===== src/rtl/grf_read_scoreboard.sv =====
// GRF read side: 32x32 register file, two bypassed combinational read ports, one writeback
// port and a per-register pending-write scoreboard that stalls decode on outstanding writes.
module grf_read_scoreboard #(
   parameter int CNT_W = 2
) (
   input  logic        clk,
   input  logic        reset_n,
   input  logic        flush,
   input  logic [4:0]  rs_addr,
   input  logic        rs_used,
   input  logic [4:0]  rt_addr,
   input  logic        rt_used,
   output logic [31:0] rs_data,
   output logic [31:0] rt_data,
   output logic        stall,
   input  logic        iss_valid,
   input  logic        iss_we,
   input  logic [4:0]  iss_waddr,
   output logic        iss_ready,
   input  logic        wb_valid,
   input  logic [4:0]  wb_waddr,
   input  logic [31:0] wb_wdata,
   output logic        sb_err
);
   localparam logic [CNT_W-1:0] CNT_MAX = '1;
   localparam logic [CNT_W-1:0] CNT_ONE = CNT_W'(1);

   logic [31:0]      regs [32];
   logic [CNT_W-1:0] cnt  [32];
   logic             sb_err_q;
   logic [31:0]      inc_v;
   logic [31:0]      dec_v;
   logic             rs_busy;
   logic             rt_busy;
   logic             iss_hit;
   logic             full;
   logic             fire;

   // A register retiring its last pending write this cycle is already free (bypass covers data).
   function automatic logic busy_f(input logic [4:0] a, input logic [CNT_W-1:0] c,
                                   input logic hit);
      return (a != 5'd0) && (c != '0) && !(hit && c == CNT_ONE);
   endfunction

   always_comb begin
      rs_data   = (wb_valid && wb_waddr == rs_addr && rs_addr != 5'd0) ? wb_wdata : regs[rs_addr];
      rt_data   = (wb_valid && wb_waddr == rt_addr && rt_addr != 5'd0) ? wb_wdata : regs[rt_addr];
      rs_busy   = busy_f(rs_addr, cnt[rs_addr], wb_valid && wb_waddr == rs_addr);
      rt_busy   = busy_f(rt_addr, cnt[rt_addr], wb_valid && wb_waddr == rt_addr);
      stall     = (rs_used && rs_busy) || (rt_used && rt_busy);
      iss_hit   = wb_valid && wb_waddr == iss_waddr;
      full      = iss_we && iss_waddr != 5'd0 && cnt[iss_waddr] == CNT_MAX && !iss_hit;
      iss_ready = !stall && !full && !flush;
      fire      = iss_valid && iss_ready;
      inc_v     = '0;
      dec_v     = '0;
      for (int i = 1; i < 32; i++) begin
         inc_v[i] = fire && iss_we && iss_waddr == 5'(i);
         dec_v[i] = wb_valid && wb_waddr == 5'(i) && cnt[i] != '0;
      end
   end

   assign sb_err = sb_err_q;

   always_ff @(posedge clk or negedge reset_n) begin
      if (!reset_n) begin
         for (int i = 0; i < 32; i++) begin
            regs[i] <= '0;
            cnt[i]  <= '0;
         end
         sb_err_q <= 1'b0;
      end else begin
         if (wb_valid && wb_waddr != 5'd0)
            regs[wb_waddr] <= wb_wdata;
         // Writeback with nothing pending means the scoreboard lost track; a flush cycle is exempt.
         if (!flush && wb_valid && wb_waddr != 5'd0 && cnt[wb_waddr] == '0)
            sb_err_q <= 1'b1;
         for (int i = 1; i < 32; i++) begin
            if (flush)
               cnt[i] <= '0;
            else if (inc_v[i] && !dec_v[i])
               cnt[i] <= cnt[i] + CNT_ONE;
            else if (dec_v[i] && !inc_v[i])
               cnt[i] <= cnt[i] - CNT_ONE;
         end
      end
   end
endmodule


===== config.mk =====
export PLATFORM = sky130hd
export DESIGN_NAME = grf_read_scoreboard
export DESIGN_NICKNAME = d
export VERILOG_FILES = /design/src/rtl/grf_read_scoreboard.sv
export SDC_FILE = /design/constraint.sdc
export NUM_CORES = 2
export LEC_CHECK = 0
export BUFFER_PORTS_ARGS = -buffer_cell sky130_fd_sc_hd__buf_2
export CAP_MARGIN = 30
export CORE_ASPECT_RATIO = 0.75
export CORE_MARGIN = 8
export CORE_UTILIZATION = 36
export CTS_CLUSTER_SIZE = 10
export DETAILED_ROUTE_END_ITERATION = 7
export PLACE_DENSITY = 0.63
export SKIP_CTS_REPAIR_TIMING = 1
export SYNTH_ARGS = -nofsm -noshare
export SYNTH_HDL_FRONTEND = slang
export SYNTH_SLANG_ARGS = --single-unit

===== constraint.sdc =====
create_clock -name clk -period 2.5 [get_ports clk]
set_input_delay 0.125 -clock clk [delete_from_list [all_inputs] [get_ports clk]]
set_output_delay 0.125 -clock clk [all_outputs]
set_load 0.1 [all_outputs]

==> impl_metrics.yaml <==
detailed_routing:
  first_iter_violations: 5898
  dr.pass1.iters: 6
  met3WireLength_um: 24300
  top_layer_used: "met4"
  num_vias: 44953
  route.detailed.drc: 0
  wire_per_inst_um: 28.5
  routed_wl_um: 211000
  wl_met2_um: 92700
  drt-met1-wl_um: 86500
  via_per_inst: 6.06
  ant_nets: 0
global_routing:
  grt_max_degree: 119
  grt_antenna_before_repair: 8
  grt_usage_pct: 22.8
  globalRouteOverflowTotal: 0
  grt_pass1_wl_um: 310000
  first_global_vias: 44923
floorplanning:
  die_w_um: 489
  ios: 127
  die_area_um2: 181000
  row_count: 130
  die_h_um: 371
  core_area_um2: 167000
  initial_core_util_pct: 36.2
timing:
  hold_violations: 0
  post-route-min-period_ps: 3360
  rsz0062_at_grt: "yes"
  tns_ps: -35540
  fin_skew_ps: 23.1
  tightest_slew_ps: 1190
  drv_slew: 0
  setup_ws_ps: -863
  max_freq_mhz: 297
  setup_violations: 127
  slew-limit-headroom_pct: 20.4
  post-route-period-util_pct: 135
synthesis:
  synth_fa_ha_area_share_pct: 0
  synth_area_leaders: "dfrtp_1, mux4_2, mux2_2, nand2_1, clkbuf_1"
  synth_edf_count: 0
  synth_cell_type_count: 67
  syn_area_per_cell_um2: 12.4
  synthMuxAreaShare_pct: 37.6
  synth-seq-cells: 1087
  yosysTopAreaCellShare_pct: 45.0
  synth_compound_area_share_pct: 2.43
  synth_xor_area_share_pct: 0.435
  synth_area_um2: 60400
  synth-simple-area-share_pct: 11.1
  synth_top_family_by_area: "multiplexers"
  ys.flop_type: "dfrtp_1"
  seq_area_frac_synth_pct: 45.0
  yosysWarnings: 2
  synthArstFlopShare_pct: 100
  synth_area_leader_cell: "dfrtp_1"
  syn-num-nets: 4928
  netlist_instances: 4868
power_and_ir_drop:
  power_w: 0.0560
  ir_worst_vdd_mv: 0.730
  leakage_nw: 32.3
  power_density_nw_per_um2: 761
run_status:
  run_status: "finished, violations left"
  violations: "setup timing"
cts:
  root_buffer: "clkbuf_16"
  insertion_delay_ps: 770
  clk_pin_slew_worst_paths_ps: 70
  cts_buffers: 130
  cts.sinks: 1087
  cts_tree: "built"
  htreeDepth: 4
  clk_path_buf_depth: 3
run:
  maxCapViolCount: 0
critical_path:
  crit_type: "register to output port"
  setup.worst_path.start_class: "register"
  r2r_slack_ps: -560
  timing.rr.end: "cnt[5]"
  r2r-start: "cnt[51]"
  endpoint_kind: "output port"
  cp_max_fo: 6
  worstPathRequired_ps: 2380
  cp_data_arrival_time_ps: 3240
  r2r_cells: 11
placed_design:
  port_buffers: 126
  dpl_worst_slack_ps: -315
  dp_hpwl_um: 128000
  gp_congestion: 0.966
  postPlaceCellArea_um2: 68000
hold_path:
  hold_end: "sb_err"
  hold_depth: 5
  min_path_type: "primary input to register"
  hold_start: "wb_waddr[4]"
final_layout:
  area_delta_synth_final_pct: 22.0
  fill_cells: 14911
  final_nets: 5200
  utilization_pct: 44.1
  drive_above_1_share_pct: 43.1
  final_area_um2: 73700
==> layout by cell type, fill, tap and decap left out, drive strengths merged, types with 8 or more instances in the layout <==
cell and count:
nand4 28, a21oi 77, mux2i 115, a32oi 14
mux2 614, o211ai 8, dlygate4sd3 40, or2 12
mux4 651, nor2 102, xnor2 22, buf 591
nand3 31, clkbuf 155, dfrtp 1087, o31a 8
nor3 33, nand2 1291, nor4 24, o21ai 86
or3 9, xor2 8, or4 9, nor2b 15
inv 16, nor3b 25, and2 9
==> how the worst max path moves through the flow <==
stage	start	to	slack [ps]	cells after the start
floorplan	cnt[55]	cnt[20]	-130	10
global placement	rs_addr[1]	cnt[11]	-320	12
detailed placement	rt_addr[0]	cnt[5]	-320	12
CTS	cnt[49]	stall	-1020	11
global route	cnt[53]	iss_ready	-930	10
finish	cnt[51]	iss_ready	-860	10
==> per-stage QoR <==
stage / cells / hold slack (ps)
after floorplan: 4868 / -171
after global placement: 7174 / 69.0
after detailed placement: 7174 / 71.5
after CTS: 7339 / -763
after global routing: 7417 / 67.8
final: 7418 / 51.4
==> metal layers <==
layer	up-vias	track usage, %
li1	18248	-
met1	23649	32.4
met4	0	8.42
met5	-	0
met2	2623	33.3
met3	433	6.58
==> power by group <==
group | switching [W] | internal, W | leakage, nW
Sequential | 0.00233 | 0.0207 | 14.1
Combinational | 0.00754 | 0.00809 | 16.4
Clock | 0.00758 | 0.00981 | 1.78
==> sequential cells by signal (all words and copies together) (netlist names) <==
signal,count
cnt,62
regs,1024
sb_err,1
==> worst max-delay path, stage by stage, from the launching register on <==
cell and delay [ps]:
dfrtp_1 410, mux4_2 490, nor2b_2 130, nor4_2 70
o41ai_4 380, a21boi_4 260, nand4_4 130, buf_12 160
buf_6 120, clkinvlp_4 120, buf_12 180
==> cell type report <==
class                           count  area, µm²  share of cell area, %
Antenna cell                        1       2.50                0.00340
Clock buffer                      151       3410                   4.63
Clock inverter                     14        221                  0.301
Inverter                           12       53.8                 0.0730
Multi-Input combinational cell   3274      32900                   44.6
Sequential cell                  1087      27200                   36.9
Tap cell                         2244       2810                   3.81
Timing Repair Buffer              635       7090                   9.62
==> cell families (layout without fill, tap and decap cells) <==
kind of cell	Yosys count	count (layout)
buffers and inverters	507	812
AO/OA/AOI/OAI	239	239
other	0	1
AND/OR/NAND/NOR	1625	1625
flip-flops	1087	1087
XOR/XNOR	30	30
multiplexers	1380	1380
==> synth_stat cells (all sizes together) (5+ instances only) <==
| library cell | number |
|---|---|
| xnor2 | 22 |
| and3 | 7 |
| or2 | 12 |
| o31a | 8 |
| a32oi | 14 |
| buf | 99 |
| mux4 | 651 |
| a22oi | 6 |
| nor3b | 25 |
| inv | 12 |
| a21oi | 77 |
| nor3 | 33 |
| o21ai | 86 |
| mux2i | 115 |
| or4 | 9 |
| clkbuf | 396 |
| xor2 | 8 |
| nor2b | 15 |
| nand3b | 7 |
| nor2 | 102 |
| or3 | 9 |
| and2 | 9 |
| nand4b | 5 |
| o211ai | 8 |
| nand4 | 28 |
| mux2 | 614 |
| a31oi | 5 |
| and4 | 6 |
| dfrtp | 1087 |
| nor4 | 24 |
| nand3 | 31 |
| nand2 | 1291 |
(Power assumes the default switching activity.)
